$ cat config.mk
export PLATFORM = sky130hd
export DESIGN_NAME = mem_port_arbiter
export DESIGN_NICKNAME = d
export VERILOG_FILES = /design/src/rtl/mem_port_arbiter.sv
export SDC_FILE = /design/constraint.sdc
export NUM_CORES = 1
export LEC_CHECK = 0
export CAP_MARGIN = 20
export CORE_MARGIN = 1
export CORE_UTILIZATION = 26
export DETAILED_ROUTE_END_ITERATION = 10
export PLACE_DENSITY_LB_ADDON = 0.2
export SLEW_MARGIN = 15
export SYNTH_ARGS = -nofsm -noshare
export SYNTH_HDL_FRONTEND = slang
export SYNTH_SLANG_ARGS = --single-unit
export TNS_END_PERCENT = 1
$ cat constraint.sdc
create_clock -name clk -period 16.5 [get_ports clk]
set_input_delay 4.95 -clock clk [delete_from_list [all_inputs] [get_ports clk]]
set_output_delay 4.95 -clock clk [all_outputs]
set_load 0.01 [all_outputs]
$ cat src/rtl/mem_port_arbiter.sv
// -----------------------------------------------------------------------------
// mem_port_arbiter
//
// Shares one memory port between an instruction-fetch requester (F stage) and
// a data requester (M stage). One transaction is outstanding at a time. Ties
// in IDLE go to the requester that was not served last. Fetches can be
// cancelled by a flush while in flight. A timeout counter completes a stuck
// transaction with an error pulse and a dummy response.
//
// Ports
//   clk, reset                  single clock, asynchronous active-high reset
//   IReqF, IAddrF, FlushF       fetch request / address / flush
//   DReqM, DWeM, DAddrM,
//   DWdataM, DBeM               data request / store / address / data / bytes
//   MemReq, MemWe, MemAddr,
//   MemWdata, MemBe             registered memory port command
//   MemAck, MemRdata            memory completion strobe and read data
//   InstrF, IValidF             registered fetch response (one-cycle valid)
//   DRdataM, DValidM            registered data response (one-cycle valid)
//   StallF, StallM              combinational pipeline freeze requests
//   BusErr                      one-cycle timeout pulse
// -----------------------------------------------------------------------------
module mem_port_arbiter #(
  parameter int ADDR_W = 32,
  parameter int TMO_W  = 4
) (
  input  logic              clk,
  input  logic              reset,
  input  logic              IReqF,
  input  logic [ADDR_W-1:0] IAddrF,
  input  logic              FlushF,
  input  logic              DReqM,
  input  logic              DWeM,
  input  logic [ADDR_W-1:0] DAddrM,
  input  logic [31:0]       DWdataM,
  input  logic [3:0]        DBeM,
  output logic              MemReq,
  output logic              MemWe,
  output logic [ADDR_W-1:0] MemAddr,
  output logic [31:0]       MemWdata,
  output logic [3:0]        MemBe,
  input  logic              MemAck,
  input  logic [31:0]       MemRdata,
  output logic [31:0]       InstrF,
  output logic              IValidF,
  output logic [31:0]       DRdataM,
  output logic              DValidM,
  output logic              StallF,
  output logic              StallM,
  output logic              BusErr
);

  typedef enum logic [1:0] {
    IDLE   = 2'd0,
    BUSY_I = 2'd1,
    BUSY_D = 2'd2,
    RESP   = 2'd3
  } state_t;

  typedef enum logic {
    GNT_FETCH = 1'b0,
    GNT_DATA  = 1'b1
  } gnt_t;

  // Response returned for a timed-out fetch: RISC-V NOP (addi x0, x0, 0).
  localparam logic [31:0] NOP_INSTR = 32'h0000_0013;

  state_t           state;
  state_t           state_d;
  gnt_t             last_gnt;
  logic             cancel;
  logic [TMO_W-1:0] tmo_cnt;
  logic [TMO_W-1:0] tmo_cnt_inc;

  logic             i_ok;
  logic             busy;
  logic             ack_hit;
  logic             tmo_hit;
  logic             gnt_i;
  logic             gnt_d;

  // A flush in the same cycle blocks a new fetch grant.
  assign i_ok        = IReqF & ~FlushF;
  assign tmo_cnt_inc = tmo_cnt + TMO_W'(1);

  assign StallF = IReqF & ~IValidF;
  assign StallM = DReqM & ~DValidM;

  // Next-state and grant decode.
  // NOTE: every signal written here gets a default first so no latch is inferred.
  always_comb begin
    state_d = state;
    gnt_i   = 1'b0;
    gnt_d   = 1'b0;
    busy    = (state == BUSY_I) || (state == BUSY_D);
    ack_hit = busy & MemAck;
    // The waited cycle that would carry the counter to all-ones is the
    // timeout; an ack in that same cycle takes priority.
    tmo_hit = busy & ~MemAck & (&tmo_cnt_inc);

    case (state)
      IDLE: begin
        if (DReqM && i_ok) begin
          if (last_gnt == GNT_FETCH) gnt_d = 1'b1;
          else                       gnt_i = 1'b1;
        end else if (DReqM) begin
          gnt_d = 1'b1;
        end else if (i_ok) begin
          gnt_i = 1'b1;
        end
      end
      BUSY_I, BUSY_D: begin
        if (ack_hit || tmo_hit) state_d = RESP;
      end
      RESP: begin
        // last_gnt already names the requester that just completed; only
        // the other one may be granted straight out of RESP.
        if (last_gnt == GNT_DATA && i_ok)       gnt_i = 1'b1;
        else if (last_gnt == GNT_FETCH && DReqM) gnt_d = 1'b1;
        else                                     state_d = IDLE;
      end
      default: state_d = IDLE;
    endcase

    if (gnt_i) state_d = BUSY_I;
    if (gnt_d) state_d = BUSY_D;
  end

  // State, port command and response registers.
  // NOTE: sequential state is updated with non-blocking assignments only.
  always_ff @(posedge clk or posedge reset) begin
    if (reset) begin
      state    <= IDLE;
      last_gnt <= GNT_FETCH;
      cancel   <= 1'b0;
      tmo_cnt  <= '0;
      MemReq   <= 1'b0;
      MemWe    <= 1'b0;
      MemAddr  <= '0;
      MemWdata <= '0;
      MemBe    <= '0;
      InstrF   <= '0;
      IValidF  <= 1'b0;
      DRdataM  <= '0;
      DValidM  <= 1'b0;
      BusErr   <= 1'b0;
    end else begin
      state   <= state_d;
      IValidF <= 1'b0;
      DValidM <= 1'b0;
      BusErr  <= 1'b0;

      if (gnt_i || gnt_d) begin
        tmo_cnt <= '0;
        cancel  <= 1'b0;
        MemReq  <= 1'b1;
        if (gnt_d) begin
          MemWe    <= DWeM;
          MemAddr  <= DAddrM;
          MemWdata <= DWdataM;
          MemBe    <= DBeM;
        end else begin
          MemWe    <= 1'b0;
          MemAddr  <= IAddrF;
          MemWdata <= '0;
          MemBe    <= '0;
        end
      end else if (busy) begin
        if (ack_hit || tmo_hit) begin
          MemReq <= 1'b0;
          cancel <= 1'b0;
          BusErr <= tmo_hit;
          if (state == BUSY_I) begin
            last_gnt <= GNT_FETCH;
            // A cancelled fetch still completes on the port but is dropped.
            if (!(cancel || FlushF)) begin
              IValidF <= 1'b1;
              InstrF  <= ack_hit ? MemRdata : NOP_INSTR;
            end
          end else begin
            last_gnt <= GNT_DATA;
            DValidM  <= 1'b1;
            // Stores leave the previous read data in place.
            if (!MemWe) DRdataM <= ack_hit ? MemRdata : 32'h0;
          end
        end else begin
          tmo_cnt <= tmo_cnt_inc;
          if (state == BUSY_I && FlushF) cancel <= 1'b1;
        end
      end
    end
  end

endmodule

==> results.md, run 1 <==
| Quantity | This run | Unit |
|:---|:---|:---|
| Place WS | 5.40 | ns |
| Area fraction in compound gates after synthesis | 21.2 | % |
| Crit path DAT | 6.16 | ns |
| Number of global-route vias before repair | 4955 | - |
| Power per cell area | 191 | mW/mm^2 |
| Largest family of logic cells by synthesized area | compound AO/OA/AOI/OAI gates | - |
| Effective utilization at floorplan | 26.8 | % |
| Synth warnings | 0 | - |
| Post-Syn Area per Cell | 12.7 | sq um |
| Post-synthesis simple-gate area fraction | 5.58 | % |
| Share of cell area taken by muxes after synthesis | 5.61 | % |
| Highest net fanout along the worst path | 4 | - |
| FF+latch count, synth | 145 | - |
| Maximum achievable frequency | 90.0 | MHz |
| XOR/XNOR share of the synthesized area | 0.149 | % |
| Most common library cell in the layout ignoring fill and taps | sky130_fd_sc_hd__clkdlybuf4s50_1 | - |
| Count of cells resized by post-cts repair | 0 | - |
| Status | finished with violations | - |
| Cts bufs inserted | 17 | - |
| Total of fill cells in the finished design | 2088 | - |
| GRT overflow | 0 | - |
| Setup crit start kind | primary input | - |
| Inserted Diodes | 0 | - |
| Post-detailed-route count of antenna-violating nets | 0 | - |
| Count of different cell masters after synthesis | 43 | - |
| Fraction of layout cells with a size suffix above 1 | 5.41 | % |
| Largest net degree at the start of global routing | 107 | - |
| Wire length of the first global-routing pass | 28800 | um |
| FFs w/ async S/R, synth | 100 | % |
| Maximum number of buffers from clock root to sink | 2 | - |
| Req. time, crit path | 11.55 | ns |
| Core region area | 0.0220 | sq mm |
| Detailed-router iteration count before antenna repair | 9 | - |
| Final slew viol count | 0 | - |
| Global routing usage summed across all routing layers | 15.9 | % |
| WS Path Type | primary input to output port | - |
| EDFF count, synth | 0 | - |
| WL/cell | 17.7 | um |
| Post-synthesis sequential area ratio | 61.6 | % |
| Via density | 4.60 | - |
| Number of nets produced by synthesis | 608 | - |
| Initial antenna violation count | 0 | - |
| Worst-case vdd ir drop | 0.0804 | mV |
| Critical path capture point type | output port | - |
| Later-pin clock latency in the skew report | 0.42 | ns |
| Synth Area in Adders | 1.27 | % |
| Unrepaired setup endpoints after global routing | false | - |
| Headroom to the max-slew limit | 33.7 | % |
| Failing checks | design-rule violations | - |
| Die Width | 153 | um |
| Leading cell types in the layout, fill and taps excluded | sky130_fd_sc_hd__clkdlybuf4s50_1, sky130_fd_sc_hd__dfrtp_1, sky130_fd_sc_hd__a22o_1, sky130_fd_sc_hd__nand2_1, sky130_fd_sc_hd__o21ai_0 | - |
| Io pins | 278 | - |
| TritonCTS clock tree | built | - |
| Transition time of the tightest slew-check pin | 0.991 | ns |
| Flip-flop and latch area | 0.00363 | sq mm |
| Post-route clock period utilization | 67.3 | % |
| Initial DRC count | 228 | - |
| Setup ws final | 5.39 | ns |
| Final #Nets | 872 | - |
| Remaining DRCs | 8 | - |
| Final count of hold timing violations | 0 | - |
| Number of max-cap violations | 0 | - |
| HP Class | register to register | - |
| Area of the multi-input gates | 0.00200 | sq mm |
| Syn Std Cell Area | 0.00589 | sq mm |
| Top_reg_cell synth | sky130_fd_sc_hd__dfrtp_1 | - |
| Vias after detailed routing | 4690 | - |
| Register clock-pin slew on the reported worst setup and hold paths | 0.06 | ns |
| Post-route clock skew | 0.00823 | ns |
| Setup violation total in the final timing report | 0 | - |
| Clock Sinks | 145 | - |
| # Post-CTS Setup Buffers | 0 | - |
| Area growth from synthesis to layout | 59.7 | % |
| Die outline area | 0.0233 | sq mm |
| Summed negative setup slack over all endpoints | 0 | ns |
| Total Routed Length | 18000 | um |
| Die span in y | 153 | um |
| Hold-fix buffer count after cts | 0 | - |
| FP Rows | 54 | - |
| Time the worst path needs with I/O delays and setup | 11.11 | ns |
| Total number of H-tree levels | 4 | - |
| PortBufs | 277 | - |
| Leakage power total | 0.00409 | uW |
| Gate Count Post-Synth | 463 | - |
| Gpl congestion | 0.788 | - |
| Clock tree root buffer cell | sky130_fd_sc_hd__clkbuf_16 | - |
| HPWL after DPL | 12400 | um |
## layout make-up
class / instances / share of cell area [%]
multi-input cells: 271 / 21.3
clock buffers: 19 / 4.60
clock inverters: 12 / 1.45
flip-flops and latches: 145 / 38.6
inverters: 11 / 0.492
repair buffers: 281 / 29.9
well taps: 280 / 3.72
## Yosys cell counts, types with 2 or more instances
cell type,count,area (sq um)
sky130_fd_sc_hd__ha_1,6,75.1
sky130_fd_sc_hd__a22o_1,98,858
sky130_fd_sc_hd__nor2b_1,4,25.0
sky130_fd_sc_hd__clkbuf_1,9,33.8
sky130_fd_sc_hd__nand3_1,5,25.0
sky130_fd_sc_hd__o21ai_0,35,175
sky130_fd_sc_hd__buf_4,3,22.5
sky130_fd_sc_hd__nor2_1,9,33.8
sky130_fd_sc_hd__nand2b_1,4,25.0
sky130_fd_sc_hd__mux2i_1,33,330
sky130_fd_sc_hd__nand2_1,38,143
sky130_fd_sc_hd__buf_6,9,101
sky130_fd_sc_hd__a21o_1,2,15.0
sky130_fd_sc_hd__o21ai_1,5,25.0
sky130_fd_sc_hd__inv_1,11,41.3
sky130_fd_sc_hd__buf_2,13,65.1
sky130_fd_sc_hd__o21ai_4,2,32.5
sky130_fd_sc_hd__and2_1,3,18.8
sky130_fd_sc_hd__a21oi_1,6,30.0
sky130_fd_sc_hd__dfrtp_1,145,3630
## worst max-delay path, stage by stage
cell                              delay (ns)
sky130_fd_sc_hd__clkdlybuf4s50_1        0.48
sky130_fd_sc_hd__inv_1                  0.09
sky130_fd_sc_hd__nor2_1                 0.11
sky130_fd_sc_hd__clkdlybuf4s50_1        0.53
## report_power, final
| group | internal (uW) | leakage (uW) | switching (uW) |
|---|---|---|---|
| Clock | 223 | 0.000270 | 155 |
| Combinational | 444 | 0.00199 | 361 |
| Sequential | 515 | 0.00183 | 96.0 |
## routing by layer
layer  track usage (%)  share of wire (%)  up-vias  wire (um)
met5                 0                  0        -          0
met4              6.11                1.8        0        326
met3              4.24                4.8       20        872
met2              27.3                 51      141       9270
met1              19.1                 42     2309       7540
li1                  -                  -     2220          -
## final timing paths
kind | endpoint | slack, ns | cells past startpoint | from
min in group asynchronous | IValidF | 5.07 | 2 | reset
max in group asynchronous | MemAddr[1] | 10.13 | 3 | reset
setup reg to reg | MemAddr[22] | 13.98 | 8 | state[0]
hold reg to reg | MemAddr[17] | 0.48 | 2 | MemAddr[17]
setup / recovery | StallM | 5.39 | 4 | DReqM
hold / removal | MemAddr[17] | 0.48 | 2 | MemAddr[17]
## registers in the layout (all words and copies together) (netlist names)
signal / count
MemAddr: 32
MemWe: 1
state: 2
InstrF: 32
DRdataM: 32
cancel: 1
MemBe: 4
IValidF: 1
tmo_cnt: 4
MemWdata: 32
BusErr: 1
DValidM: 1
MemReq: 1
last_gnt: 1
## cells by family (layout without fill, tap and decap cells)
kind of cell	Yosys count	in the layout
AND/OR/NAND/NOR	70	70
multiplexers	33	33
adder cells (fa/ha/maj)	6	6
buffers and inverters	47	323
XOR/XNOR	1	1
flip-flops	145	145
AO/OA/AOI/OAI	161	161
## per-stage QoR
stage / hold WS [ns] / std cells / total power, uW / area [sq um] / utilization, %
3_3_place_gp: 0.463 / 987 / 1410 / 8820 / 40.1
5_1_grt: 0.504 / 1019 / 1910 / 9410 / 42.7
3_5_place_dp: 0.469 / 988 / 1430 / 8840 / 40.1
6_report: 0.476 / 1019 / 1790 / 9410 / 42.7
4_1_cts: 0.483 / 1019 / 1820 / 9410 / 42.7
2_1_floorplan: 0.510 / 463 / 1010 / 5890 / -
No activity file was read; power rests on OpenSTA's default activity.
==> run 2, diff against run 1 <==
==> constraint.sdc (replaced) <==
create_clock -name clk -period 9.15 [get_ports clk]
set_input_delay 2.745 -clock clk [delete_from_list [all_inputs] [get_ports clk]]
set_output_delay 2.745 -clock clk [all_outputs]
set_load 0.01 [all_outputs]
==> run 2 against run 1 <==
Effect of this change:
- core utilization grew 0.19 points
- global-route usage shrank 0.17 points
- clock power grew 89%
- critical path depth is the same
- the flow still finishes with violations (design-rule violations)
- cell count is essentially flat
- combinational power grew 80%
- flip-flop and latch count is the same
- register-to-register slack lost 7.4 ns
- sequential power grew 80%
- first-iteration DRC count shrank 7.0%
- critical endpoint unchanged
==> results.md, run 2 (synthesis results as in run 1) <==
| Quantity | This run | Unit | vs previous |
|:---|:---|:---|:---|
| Total Routed Length | 18100 | um | +0.57% |
| Unrepaired setup endpoints after global routing | false | - |  |
| Time the worst path needs with I/O delays and setup | 6.69 | ns |  |
| Fraction of layout cells with a size suffix above 1 | 5.81 | % | +0.40 points |
| Crit path DAT | 3.95 | ns | -2.21 ns |
| Ordered cell list for the critical path | clkdlybuf4s50_1 -> inv_1 -> nor2_1 -> clkdlybuf4s50_1 | - |  |
| Highest cell delay on the worst timing path | 0.53 | ns | about the same |
| Status | finished with violations | - |  |
| Post-detailed-route count of antenna-violating nets | 0 | - | unchanged |
| Io pins | 278 | - | unchanged |
| Most common library cell in the layout ignoring fill and taps | sky130_fd_sc_hd__clkdlybuf4s50_1 | - |  |
| Worst-case vdd ir drop | 0.172 | mV | +110% |
| Maximum number of buffers from clock root to sink | 2 | - | unchanged |
| Total number of H-tree levels | 4 | - | unchanged |
| HP Class | register to register | - |  |
| Power per cell area | 345 | mW/mm^2 | +81% |
| Req. time, crit path | 6.41 | ns | -5.14 ns |
| Maximum achievable frequency | 149 | MHz |  |
| Vias after detailed routing | 4789 | - | +2.1% |
| Internal power component | 2160 | uW | +83% |
| TritonCTS clock tree | built | - |  |
| Headroom to the max-slew limit | 32.7 | % | -0.96 points |
| Transition time of the tightest slew-check pin | 1.01 | ns | +0.0181 ns |
| Crit Reg-Reg Startpoint | state[0] | - |  |
| Setup slack of the worst register-to-register path | 6.61 | ns | -7.37 ns |
| Initial antenna violation count | 0 | - | unchanged |
| Final count of hold timing violations | 0 | - | unchanged |
| Count of cells along the worst hold path | 2 | - | unchanged |
| Die outline area | 0.0233 | sq mm | unchanged |
| Leakage power total | 0.00411 | uW | +0.50% |
| Via density | 4.70 | - | +2.0% |
| Hold-fix buffer count after cts | 0 | - | unchanged |
| Summed negative setup slack over all endpoints | 0 | ns | unchanged |
| Worst Hold Endpoint | MemAddr[20] | - |  |
| Total of fill cells in the finished design | 2058 | - | -1.4% |
| Cts bufs inserted | 17 | - | unchanged |
| Effective utilization at floorplan | 26.8 | % | unchanged |
| Flip-flop and latch area | 0.00363 | sq mm | unchanged |
| Area of the multi-input gates | 0.00200 | sq mm | unchanged |
| Gpl congestion | 0.790 | - | +0.30% |
| Post-route clock skew | 0.0128 | ns | +0.00455 ns |
| Start point of the worst min-delay path | MemAddr[20] | - |  |
| Number of max-cap violations | 0 | - | unchanged |
| Part of the power in the clock network | 21.8 | % | +0.8 points |
| PortBufs | 277 | - | unchanged |
| Register clock-pin slew on the reported worst setup and hold paths | 0.06 | ns | about the same |
| Launch point of the worst path | DReqM | - |  |
| Later-pin clock latency in the skew report | 0.42 | ns | about the same |
| Worst path depth | 4 | - | unchanged |
| Cell type of the slowest stage on the worst timing path | sky130_fd_sc_hd__clkdlybuf4s50_1 | - |  |
| WS Path Type | primary input to output port | - |  |
| Area growth from synthesis to layout | 60.4 | % |  |
| Post-placement cell area | 0.00884 | sq mm | unchanged |
| Post-route clock period utilization | 73.2 | % |  |
| Largest net degree at the start of global routing | 107 | - | unchanged |
| Fraction of power spent switching nets | 33.9 | % | -0.24 points |
| Highest net fanout along the worst path | 4 | - | unchanged |
| Failing checks | design-rule violations | - |  |
| Count of cells resized by post-cts repair | 0 | - | unchanged |
| Worst flop-to-flop path endpoint | MemAddr[22] | - |  |
| Share of power burned in combinational logic | 44.4 | % | -0.5 points |
| Die Width | 153 | um | unchanged |
| # Post-CTS Setup Buffers | 0 | - | unchanged |
| Cell family contributing the most delay on the critical path | buffers and inverters | - |  |
| Clock Sinks | 145 | - | unchanged |
| Number of global-route vias before repair | 5069 | - | +2.3% |
| Total net switching power | 1110 | uW | +81% |
| Die span in y | 153 | um | unchanged |
| Leading cell types in the layout, fill and taps excluded | sky130_fd_sc_hd__clkdlybuf4s50_1, sky130_fd_sc_hd__dfrtp_1, sky130_fd_sc_hd__a22o_1, sky130_fd_sc_hd__nand2_1, sky130_fd_sc_hd__o21ai_0 | - |  |
| Remaining DRCs | 6 | - | -2 |
| Critical path capture point type | output port | - |  |
| Core region area | 0.0220 | sq mm | unchanged |
| Wire length of the first global-routing pass | 28700 | um | -0.22% |
| Final slew viol count | 0 | - | unchanged |
| Inserted Diodes | 0 | - | unchanged |
| GRT overflow | 0 | - | unchanged |
| Initial DRC count | 212 | - | -7.0% |
| Count of buffering cells on the critical path with inverters included | 3 | - | unchanged |
| Setup crit start kind | primary input | - |  |
| Detailed-router iteration count before antenna repair | 10 | - | +1 |
| FP Rows | 54 | - | unchanged |
| Clock tree root buffer cell | sky130_fd_sc_hd__clkbuf_16 | - |  |
| Final Cell Area | 0.00945 | sq mm | +0.44% |
| Setup violation total in the final timing report | 0 | - | unchanged |
| Most used cell along the critical path | sky130_fd_sc_hd__clkdlybuf4s50_1 | - |  |
| Final #Nets | 872 | - | unchanged |
| Cell count of the worst reg-to-reg path | 8 | - | unchanged |
| Fraction of power consumed by sequential logic | 33.8 | % | -0.3 points |
| HPWL after DPL | 12600 | um | +1.5% |
| Global routing usage summed across all routing layers | 15.8 | % | -0.17 points |
| WL/cell | 17.8 | um | +0.47% |
==> run 2: layer usage <==
metal	global-route usage (%)	share of wire (%)	vias up
met5	0	0	-
met4	5.72	2.0	0
met3	3.98	5.0	30
met2	28.1	52	153
met1	18.3	41	2382
li1	-	-	2224
==> run 2: worst min-delay path: cells and delay by family, from the launching register on <==
family	cells	cell delay (ns)
compound gates	1	0.06
simple gates	1	0.05
flops	1	0.34
==> run 2: power groups by stage <==
stage | combinational, uW | sequential, uW | clock, uW
after floorplan | 612 | 1210 | 0
after global placement | 1440 | 1100 | 0
after CTS | 1480 | 1100 | 735
after global routing | 1560 | 1140 | 764
after detailed placement | 1470 | 1100 | 0
final | 1450 | 1100 | 711
==> run 2: area by class of cell <==
cell class / instances / share of cell area, %
repair buffers: 281 / 29.7
multi-input cells: 271 / 21.2
well taps: 280 / 3.71
clock buffers: 20 / 4.94
flip-flops and latches: 145 / 38.4
clock inverters: 12 / 1.52
inverters: 11 / 0.490
==> run 2: metrics by stage <==
| stage | util (%) | power, uW | std cells | setup WS, ns | hold slack [ns] |
|---|---|---|---|---|---|
| 2_1_floorplan | - | 1820 | 463 | 2.51 | 0.510 |
| 3_3_place_gp | 40.1 | 2540 | 987 | 2.45 | 0.463 |
| 3_5_place_dp | 40.1 | 2580 | 988 | 2.46 | 0.470 |
| 4_1_cts | 42.9 | 3310 | 1020 | 2.45 | 0.484 |
| 5_1_grt | 42.9 | 3460 | 1020 | 2.35 | 0.505 |
| 6_report | 42.9 | 3260 | 1020 | 2.46 | 0.479 |
==> run 2: how the worst max path moves through the flow <==
stage              to  slack [ns]
6_report       StallM        2.46
2_1_floorplan  BusErr        2.51
5_1_grt        StallM        2.35
3_3_place_gp   StallM        2.45
4_1_cts        StallM        2.45
3_5_place_dp   StallM        2.46
==> run 3, diff against run 2 <==
==> constraint.sdc (replaced) <==
create_clock -name clk -period 6.89 [get_ports clk]
set_input_delay 2.067 -clock clk [delete_from_list [all_inputs] [get_ports clk]]
set_output_delay 2.067 -clock clk [all_outputs]
set_load 0.01 [all_outputs]
==> run 3 against run 2 <==
Effect of this change:
- the run still ends with design-rule violations left
- clock-buffer cell count is 2 lower
- flip-flop and latch count stayed put
- die area did not move
- first-iteration DRC count increased by 7.1%
==> results.md, run 3 (synthesis results as in run 1) <==
| Quantity | This run | Unit | vs previous |
|:---|:---|:---|:---|
| Post-route clock skew | 0.0102 | ns | -0.00254 ns |
| Total number of H-tree levels | 4 | - | unchanged |
| Setup crit start kind | primary input | - |  |
| Flip-flop and latch area | 0.00363 | sq mm | unchanged |
| Crit path DAT | 3.29 | ns | -0.66 ns |
| Leading cell types in the layout, fill and taps excluded | sky130_fd_sc_hd__clkdlybuf4s50_1, sky130_fd_sc_hd__dfrtp_1, sky130_fd_sc_hd__a22o_1, sky130_fd_sc_hd__nand2_1, sky130_fd_sc_hd__o21ai_0 | - |  |
| Area of the multi-input gates | 0.00201 | sq mm | about the same |
| Critical path capture point type | output port | - |  |
| Later-pin clock latency in the skew report | 0.41 | ns | about the same |
| Number of max-cap violations | 0 | - | unchanged |
| Setup ws final | 1.54 | ns | -0.918 ns |
| Via density | 4.61 | - | -1.9% |
| Global routing usage summed across all routing layers | 15.7 | % | -0.052 points |
| Initial DRC count | 227 | - | +7.1% |
| Gpl congestion | 0.801 | - | +1.4% |
| Io pins | 278 | - | unchanged |
| Post-placement cell area | 0.00883 | sq mm | -0.16% |
| Most common library cell in the layout ignoring fill and taps | sky130_fd_sc_hd__clkdlybuf4s50_1 | - |  |
| Die span in y | 153 | um | unchanged |
| Failing checks | design-rule violations | - |  |
| HPWL after DPL | 12400 | um | -1.5% |
| Inserted Diodes | 0 | - | unchanged |
| Time the worst path needs with I/O delays and setup | 5.35 | ns |  |
| Leakage power total | 0.00409 | uW | -0.68% |
| Final #Nets | 871 | - | -0.11% |
| Fraction of layout cells with a size suffix above 1 | 5.43 | % | -0.38 points |
| Total of fill cells in the finished design | 2052 | - | -0.29% |
| Fin util | 42.6 | % | -0.27 points |
| Final slew viol count | 0 | - | unchanged |
| Total Routed Length | 18000 | um | -0.84% |
| Count of cells along the worst hold path | 2 | - | unchanged |
| Final count of hold timing violations | 0 | - | unchanged |
| Area growth from synthesis to layout | 59.4 | % |  |
| GRT overflow | 0 | - | unchanged |
| Post-layout total power | 4280 | uW | +31% |
| Vias after detailed routing | 4685 | - | -2.2% |
| Place WS | 1.54 | ns | -0.918 ns |
| Power per cell area | 456 | mW/mm^2 | +32% |
| Setup slack of the worst register-to-register path | 4.33 | ns | -2.28 ns |
| Die Width | 153 | um | unchanged |
| Start point of the worst min-delay path | MemAddr[25] | - |  |
| Initial antenna violation count | 0 | - | unchanged |
| HP Class | register to register | - |  |
| Die outline area | 0.0233 | sq mm | unchanged |
| Highest net fanout along the worst path | 4 | - | unchanged |
| Headroom to the max-slew limit | 31.9 | % | -0.78 points |
| Detailed-router iteration count before antenna repair | 10 | - | unchanged |
| Clock tree root buffer cell | sky130_fd_sc_hd__clkbuf_16 | - |  |
| Remaining DRCs | 6 | - | unchanged |
| Largest net degree at the start of global routing | 107 | - | unchanged |
| Cts bufs inserted | 17 | - | unchanged |
| TritonCTS clock tree | built | - |  |
| Summed negative setup slack over all endpoints | 0 | ns | unchanged |
| # Post-CTS Setup Buffers | 0 | - | unchanged |
| Final Cell Area | 0.00939 | sq mm | -0.62% |
| Core region area | 0.0220 | sq mm | unchanged |
| Number of global-route vias before repair | 4977 | - | -1.8% |
| Setup violation total in the final timing report | 0 | - | unchanged |
| Maximum achievable frequency | 187 | MHz |  |
| Worst Hold Endpoint | MemAddr[25] | - |  |
| Crit Reg-Reg Startpoint | state[0] | - |  |
| Status | finished with violations | - |  |
| Unrepaired setup endpoints after global routing | false | - |  |
| Register clock-pin slew on the reported worst setup and hold paths | 0.05 | ns | about the same |
| Worst flop-to-flop path endpoint | MemAddr[22] | - |  |
| WS Path Type | primary input to output port | - |  |
| Wire length of the first global-routing pass | 28500 | um | -0.79% |
| WL/cell | 17.7 | um | -0.55% |
| Count of cells resized by post-cts repair | 0 | - | unchanged |
| Transition time of the tightest slew-check pin | 1.02 | ns | +0.0116 ns |
| PortBufs | 277 | - | unchanged |
| FP Rows | 54 | - | unchanged |
| Post-detailed-route count of antenna-violating nets | 0 | - | unchanged |
| Maximum number of buffers from clock root to sink | 2 | - | unchanged |
| Worst-case vdd ir drop | 0.203 | mV | +18% |
| Req. time, crit path | 4.82 | ns | -1.59 ns |
| Effective utilization at floorplan | 26.8 | % | unchanged |
| Hold-fix buffer count after cts | 0 | - | unchanged |
| Clock Sinks | 145 | - | unchanged |
| Post-route clock period utilization | 77.7 | % |  |
| Cell count of the worst reg-to-reg path | 8 | - | unchanged |
-- run 3: changes by cell type in the layout (fill, tap and decap cells not counted), sizes merged --
cell and delta:
clkbuf -2, clkinv +2, inv -2, buf -1
-- run 3: layer usage --
metal	vias to the layer above	wire length, um	global-route usage (%)
li1	2213	-	-
met1	2314	7510	18.6
met2	138	9330	27.8
met3	20	850	3.58
met4	0	269	5.58
met5	-	0	0
-- run 3: worst max-delay path by stage --
stage	startpoint	end	slack (ns)
4_1_cts	DReqM	StallM	1.53
2_1_floorplan	reset	BusErr	0.93
6_report	DReqM	StallM	1.54
3_3_place_gp	DReqM	StallM	1.55
5_1_grt	DReqM	StallM	1.47
3_5_place_dp	DReqM	StallM	1.54
-- run 3: stage by stage --
step | hold slack, ns | instances
6_report | 0.476 | 1017
5_1_grt | 0.498 | 1017
4_1_cts | 0.482 | 1017
3_5_place_dp | 0.470 | 987
3_3_place_gp | 0.462 | 987
2_1_floorplan | 0.510 | 463
-- run 3: where the power goes --
part           total, uW  internal, uW  switching [uW]
clock                896           531             364
sequential          1470          1230             234
combinational       1920          1060             856
-- run 3: area by class of cell --
type / count / area share (%)
sequential: 145 / 38.6
timing repair buffer: 280 / 29.8
multi-input combinational: 271 / 21.4
clock buffer: 18 / 4.57
tap: 280 / 3.73
clock inverter: 12 / 1.45
inverter: 11 / 0.493
-- run 3: critical path, cell delays in order --
cell and delay, ns:
sky130_fd_sc_hd__clkdlybuf4s50_1 0.48, sky130_fd_sc_hd__inv_1 0.09, sky130_fd_sc_hd__nor2_1 0.12, sky130_fd_sc_hd__clkdlybuf4s50_1 0.54
